<file path="config.mk">
export PLATFORM = sky130hd
export DESIGN_NAME = pwl_stim_gen
export DESIGN_NICKNAME = d
export VERILOG_FILES = /design/src/rtl/pwl_stim_gen.sv
export SDC_FILE = /design/constraint.sdc
export NUM_CORES = 1
export LEC_CHECK = 0
export ABC_AREA = 1
export BUFFER_PORTS_ARGS = -buffer_cell sky130_fd_sc_hd__buf_2
export CORE_ASPECT_RATIO = 1.25
export CORE_MARGIN = 2
export CORE_UTILIZATION = 55
export CTS_BUF_LIST = sky130_fd_sc_hd__clkbuf_8
export CTS_CLUSTER_SIZE = 30
export DETAILED_ROUTE_END_ITERATION = 12
export PLACE_DENSITY = 0.73
export RECOVER_POWER = 100
export SLEW_MARGIN = 5
export SYNTH_ARGS = -nofsm -noshare
export SYNTH_HDL_FRONTEND = slang
export SYNTH_SLANG_ARGS = --single-unit
</file>
<file path="constraint.sdc">
create_clock -name clk -period 3.9 [get_ports clk]
set_input_delay 0.195 -clock clk [delete_from_list [all_inputs] [get_ports clk]]
set_output_delay 0.195 -clock clk [all_outputs]
set_load 0.01 [all_outputs]
</file>
<file path="src/rtl/pwl_stim_gen.sv">
// Piecewise-linear stimulus generator.
// Segments (start value, slope, length) are queued through a valid/ready
// FIFO and played out one fixed-point sample per clock. A fractional
// accumulator carries the ramp, and the output saturates instead of wrapping.
module pwl_stim_gen #(
   parameter int WIDTH       = 16,
   parameter int SLOPE_WIDTH = 16,
   parameter int SLOPE_FRAC  = 8,
   parameter int DUR_WIDTH   = 16,
   parameter int DEPTH       = 4
) (
   input  logic                   clk,
   input  logic                   rst_n,
   input  logic                   seg_valid,
   output logic                   seg_ready,
   input  logic [WIDTH-1:0]       seg_value,
   input  logic [SLOPE_WIDTH-1:0] seg_slope,
   input  logic [DUR_WIDTH-1:0]   seg_cycles,
   output logic [WIDTH-1:0]       out_value,
   output logic                   out_valid,
   output logic                   busy,
   output logic                   underrun,
   output logic                   sat
);

   localparam int ACC_W = WIDTH + SLOPE_FRAC + 2;
   localparam int PTR_W = $clog2(DEPTH);

   typedef enum logic {
      IDLE,
      RUN
   } state_t;

   // Segment FIFO storage and pointers
   logic [WIDTH-1:0]       valueMem_q  [DEPTH];
   logic [SLOPE_WIDTH-1:0] slopeMem_q  [DEPTH];
   logic [DUR_WIDTH-1:0]   cyclesMem_q [DEPTH];
   logic [PTR_W-1:0]       rdPtr_q, wrPtr_q;
   logic [PTR_W:0]         count_q, count_d;

   // Active segment and output state
   state_t                   state_q;
   logic signed [ACC_W-1:0]  acc_q;
   logic [SLOPE_WIDTH-1:0]   slope_q;
   logic [DUR_WIDTH-1:0]     remaining_q;
   logic [WIDTH-1:0]         outValue_q;
   logic                     outValid_q;
   logic                     underrun_q;
   logic                     sat_q;

   // Pop / load decision signals
   logic                   push;
   logic                   needSeg;
   logic                   doLoad;
   logic                   endEmpty;
   logic [1:0]             popCnt;
   logic [PTR_W-1:0]       nextIdx;
   logic [PTR_W-1:0]       loadIdx;
   logic [WIDTH-1:0]       loadValue;
   logic [SLOPE_WIDTH-1:0] loadSlope;
   logic [DUR_WIDTH-1:0]   loadCycles;

   // Ramp arithmetic signals
   logic signed [ACC_W-1:0] slopeExt;
   logic signed [ACC_W-1:0] accSum;
   logic signed [ACC_W-1:0] accShift;
   logic signed [ACC_W-1:0] outMaxExt;
   logic signed [ACC_W-1:0] outMinExt;
   logic signed [ACC_W-1:0] accMax;
   logic signed [ACC_W-1:0] accMin;
   logic signed [ACC_W-1:0] loadAcc;
   logic signed [ACC_W-1:0] stepAcc;
   logic [WIDTH-1:0]        stepOut;
   logic                    stepClip;

   assign seg_ready = rst_n && (count_q != (PTR_W+1)'(DEPTH));
   assign push      = seg_valid && seg_ready;
   assign nextIdx   = rdPtr_q + PTR_W'(1);
   assign count_d   = count_q + (PTR_W+1)'(push) - (PTR_W+1)'(popCnt);

   assign out_value = outValue_q;
   assign out_valid = outValid_q;
   assign underrun  = underrun_q;
   assign sat       = sat_q;
   assign busy      = (state_q == RUN) || (count_q != '0);

   // Decide how many FIFO entries leave this edge and whether a segment loads;
   // at most one zero-length head is discarded before looking at the next one
   always_comb begin
      needSeg  = (state_q == IDLE) || (remaining_q == '0);
      popCnt   = 2'd0;
      doLoad   = 1'b0;
      endEmpty = 1'b0;
      loadIdx  = rdPtr_q;
      if (needSeg) begin
         if (count_q != '0) begin
            if (cyclesMem_q[rdPtr_q] != '0) begin
               doLoad = 1'b1;
               popCnt = 2'd1;
            end else begin
               popCnt = 2'd1;
               if (count_q >= (PTR_W+1)'(2)) begin
                  if (cyclesMem_q[nextIdx] != '0) begin
                     doLoad  = 1'b1;
                     popCnt  = 2'd2;
                     loadIdx = nextIdx;
                  end
               end else begin
                  endEmpty = 1'b1;
               end
            end
         end else if (state_q == RUN) begin
            endEmpty = 1'b1;
         end
      end
   end

   assign loadValue  = valueMem_q[loadIdx];
   assign loadSlope  = slopeMem_q[loadIdx];
   assign loadCycles = cyclesMem_q[loadIdx];

   // Next accumulator and sample for one ramp step, clamped to the output range
   always_comb begin
      slopeExt  = {{(ACC_W-SLOPE_WIDTH){slope_q[SLOPE_WIDTH-1]}}, slope_q};
      accSum    = acc_q + slopeExt;
      accShift  = accSum >>> SLOPE_FRAC;
      outMaxExt = {{(ACC_W-WIDTH+1){1'b0}}, {(WIDTH-1){1'b1}}};
      outMinExt = {{(ACC_W-WIDTH+1){1'b1}}, {(WIDTH-1){1'b0}}};
      accMax    = {outMaxExt[ACC_W-SLOPE_FRAC-1:0], {SLOPE_FRAC{1'b0}}};
      accMin    = {outMinExt[ACC_W-SLOPE_FRAC-1:0], {SLOPE_FRAC{1'b0}}};
      loadAcc   = {{(ACC_W-WIDTH-SLOPE_FRAC){loadValue[WIDTH-1]}}, loadValue,
                   {SLOPE_FRAC{1'b0}}};
      stepAcc   = accSum;
      stepOut   = accShift[WIDTH-1:0];
      stepClip  = 1'b0;
      if (accShift > outMaxExt) begin
         stepAcc  = accMax;
         stepOut  = outMaxExt[WIDTH-1:0];
         stepClip = 1'b1;
      end else if (accShift < outMinExt) begin
         stepAcc  = accMin;
         stepOut  = outMinExt[WIDTH-1:0];
         stepClip = 1'b1;
      end
   end

   // FIFO payload capture; contents need no reset because the count gates them
   always_ff @(posedge clk) begin
      if (push) begin
         valueMem_q[wrPtr_q]  <= seg_value;
         slopeMem_q[wrPtr_q]  <= seg_slope;
         cyclesMem_q[wrPtr_q] <= seg_cycles;
      end
   end

   // FIFO pointer and occupancy bookkeeping
   always_ff @(posedge clk) begin
      if (!rst_n) begin
         rdPtr_q <= '0;
         wrPtr_q <= '0;
         count_q <= '0;
      end else begin
         if (push) begin
            wrPtr_q <= wrPtr_q + PTR_W'(1);
         end
         rdPtr_q <= rdPtr_q + PTR_W'(popCnt);
         count_q <= count_d;
      end
   end

   // IDLE/RUN sequencer: load segments back to back, step the ramp, hold in IDLE
   always_ff @(posedge clk) begin
      if (!rst_n) begin
         state_q     <= IDLE;
         acc_q       <= '0;
         slope_q     <= '0;
         remaining_q <= '0;
         outValue_q  <= '0;
         outValid_q  <= 1'b0;
         underrun_q  <= 1'b0;
         sat_q       <= 1'b0;
      end else begin
         if (doLoad) begin
            state_q     <= RUN;
            acc_q       <= loadAcc;
            slope_q     <= loadSlope;
            remaining_q <= loadCycles - DUR_WIDTH'(1);
            outValue_q  <= loadValue;
            outValid_q  <= 1'b1;
         end else if ((state_q == RUN) && (remaining_q != '0)) begin
            acc_q       <= stepAcc;
            outValue_q  <= stepOut;
            remaining_q <= remaining_q - DUR_WIDTH'(1);
            if (stepClip) begin
               sat_q <= 1'b1;
            end
         end else if (state_q == RUN) begin
            state_q <= IDLE;
         end
         if (endEmpty) begin
            underrun_q <= 1'b1;
         end
      end
   end

endmodule

</file>
==> flow_metrics.tcl <==
set metrics [dict create \
    timing_hold_violations_final 0 \
    cts.repair_timing.setup_buffer_count 0 \
    viasPerCell 5.30 \
    syn_area_per_cell_um2 9.21 \
    coreArea_um2 23800 \
    worst-endpoint-arrival_ns 4.11 \
    total_power_uw 11500 \
    synth_async_sr_flop_share_pct 0 \
    finalHoldWorstSlack_ns 0.0794 \
    initial_utilization_pct 56.2 \
    global_route.overflow_total 0 \
    fin_setup_tns_ns 0 \
    clk_latency_ns 0.55 \
    grt_max_degree 65 \
    cp_capture_type "register" \
    r2r-start "acc_q[0]" \
    power-per-cell-area_nw_per_um2 756 \
    die-width_um 143 \
    via_count 10294 \
    antenna_cells_inserted 0 \
    seq_area_um2 7470 \
    startpoint_type "register" \
    post_synth_inst_count 1452 \
    max-clock-path-buffers 3 \
    worst_setup_slack_after_layout_ns 0.287 \
    achievable-frequency_mhz 277 \
    clock_sinks 277 \
    postSynth.topFlopCell "edfxtp_1" \
    synth-edff-count 192 \
    area_growth_syn_to_layout_pct 13.9 \
    nNetsFinal 1669 \
    min_period_over_period_pct 92.7 \
    regToRegSetupSlack_ns 0.29 \
    gr-usage-all-layers_pct 25.7 \
    timing.max_slew.rel_slack_pct 29.8 \
    clkSlewWorstSetupHoldPaths_ns 0.06 \
    yosysWarningCount 0 \
    tritoncts "built" \
    most_frequent_standard_cell_in_the_layout_excluding_fill_and_tap_cells "nand2_1" \
    cp.required_ns 4.40 \
    grt_setup_unrepaired "true" \
    placement.setup.worst_slack_ns 0.166 \
    synthDominantAreaCellType "edfxtp_1" \
    fill_cells 2042 \
    ctsHtreeMaxLevel 2 \
    first_pass_iters 6 \
    maxCapViolations 0 \
    ff2ff_path_depth 17 \
    grt_pass1_vias 10116 \
    finalWirelength_um 32300 \
    initial_antenna_violation_count 0 \
    full_die_area_um2 25600 \
    layout_min_cycle_time_ns 3.61 \
    slew_violations 0 \
    multi_input_comb_area_um2 5040 \
    synthesis.area_um2 13400 \
    top_area_cell_type_share_of_the_netlist_area_pct 43.1 \
    floorplan.die.height_um 178 \
    run_status "complete, no violations" \
    first_iter_violations 697 \
    clockRootBuffer "clkbuf_8" \
    synth_seq_area_share_pct 55.8 \
    maximum_vdd_drop_mv 0.365 \
    ioPinCount 72 \
    final_antenna_net_count 0 \
    final_cell_mix "416 x nand2_1, 192 x edfxtp_1, 164 x inv_1, 156 x nand3_1, 87 x nor2_1" \
    hp-class "input port to register" \
    setup_viol 0 \
    leakage_uw 0.00648 \
    critical_path_peak_fanout 13 \
    reg_to_reg_endpoint "acc_q[22]" \
    unique_masters_post_synth 53 \
    remaining_drc_errors 0 \
    worst-setup-path-type "register to register" \
    routed_wire_length_per_instance_um 16.6 \
    detailed_place_hpwl_um 21600 \
    layout-drive-gt1-share_pct 9.03 \
    timing.clock.skew_ns 0.0114 \
    global_route_wire_length_before_repair_um 50900 \
    number_of_synthesized_register_bits 277 \
    num_rows 63 \
    numCtsBuffers 44 \
    startpoint "acc_q[0]" \
    final_weighted_congestion_of_routability_driven_global_placement 0.947 \
    postSynthNetCount 1540 \
    synth.top_cells.by_area "edfxtp_1 43%, dfxtp_1 13%, nand2_1 12%" \
    worst_setup_path_endpoint "acc_q[22]" \
    tightest_slew_ns 1.05 \
    placement.io_buffers 71 \
]
==> how the worst min path moves through the flow <==
stage                        startpoint  slack (ns)                end  cells past startpoint
after floorplan           seg_cycles[0]        0.29  cyclesMem_q[0][0]                      0
after global placement    seg_value[12]        0.40  valueMem_q[0][12]                      1
after detailed placement  seg_value[11]        0.41  valueMem_q[0][11]                      1
after CTS                         rst_n        0.07         count_q[1]                      4
after global routing              rst_n         0.1         count_q[1]                      4
final                             rst_n        0.08         count_q[1]                      4
==> layer usage <==
metal  GRT usage (%)  vias to the layer above  part of all wire, %
met5               0                        -                    0
met4            12.2                        0                  4.5
met3            3.62                       84                  4.3
met2            46.2                      264                   51
met1            30.2                     4813                   40
li1                -                     5133                    -
==> critical path, stage by stage (launching register included) <==
cell and delay, ns:
dfxtp_1 0.34, ha_1 0.25, inv_1 0.08, fa_1 0.41
o21ai_1 0.24, a21oi_1 0.18, o21ai_2 0.22, a21oi_1 0.18
o31ai_1 0.28, xor2_1 0.22, nand3b_1 0.10, ha_1 0.31
buf_4 0.20, o21ai_0 0.21, nand2_1 0.12, nand3_1 0.10
nand2_1 0.05, inv_1 0.07
==> kinds of logic (layout without fill, tap and decap cells) <==
group / after synthesis / after routing / share of synthesized area (%)
and+or+nand+nor: 737 / 737 / 24.8
DFF: 277 / 277 / 55.8
AOI/OAI and AO/OA: 168 / 168 / 7.64
buffers and inverters: 209 / 374 / 6.55
adders and majority gates: 37 / 37 / 3.57
xor gates and xnor gates: 24 / 24 / 1.57
==> where the power goes <==
part	switching [µW]	leakage (µW)	internal [µW]
Clock	1110	0.000497	1130
Combinational	3750	0.00354	1750
Sequential	231	0.00244	3530
Total	5100	0.00648	6410
==> registers in the layout, indices dropped and copies added, names as in the netlist <==
name,cells
rdPtr_q,2
slope_q,16
underrun,1
cyclesMem_q,64
state_q,1
out_valid,1
count_q,3
valueMem_q,64
acc_q,26
wrPtr_q,2
slopeMem_q,64
sat,1
remaining_q,16
out_value,16
==> synth_stat cells (4+ instances only) <==
cell type	instances
buf_1	4
buf_6	8
o21ai_0	37
edfxtp_1	192
xnor2_1	15
nand2_2	14
nand3_2	8
xor2_1	9
nand4_1	8
a21o_1	4
nor2_1	88
nand2_1	416
clkbuf_1	28
dfxtp_1	85
ha_1	35
a32o_1	15
o211ai_1	5
inv_1	143
a31oi_1	21
nor2_2	11
nor3_1	4
nand3_1	156
nand2_4	9
buf_2	14
a21oi_1	57
inv_2	5
o21ai_1	14
==> area by class of cell <==
type	count	share of cell area, %
Tap cell	325	2.67
Multi-Input combinational cell	966	33.1
Inverter	152	3.79
Timing Repair Buffer	140	6.04
Sequential cell	277	49.1
Clock inverter	35	1.07
Clock buffer	47	4.25
==> through the flow <==
step | instances | area (µm²) | util (%)
final | 1942 | 15200 | 63.9
after global routing | 1942 | 15200 | 63.9
after CTS | 1942 | 15300 | 64.4
after detailed placement | 1812 | 14000 | 59.0
after global placement | 1812 | 14000 | 59.0
after floorplan | 1452 | 13400 | -
==> what timing repair did <==
item / CTS / global route
hold endpoints to repair: 192 / 0
setup endpoints to repair: 0 / 26
hold buffers: 48 / 0
resized for setup: 0 / 2
Note: power is estimated with default switching activity, not from simulation.
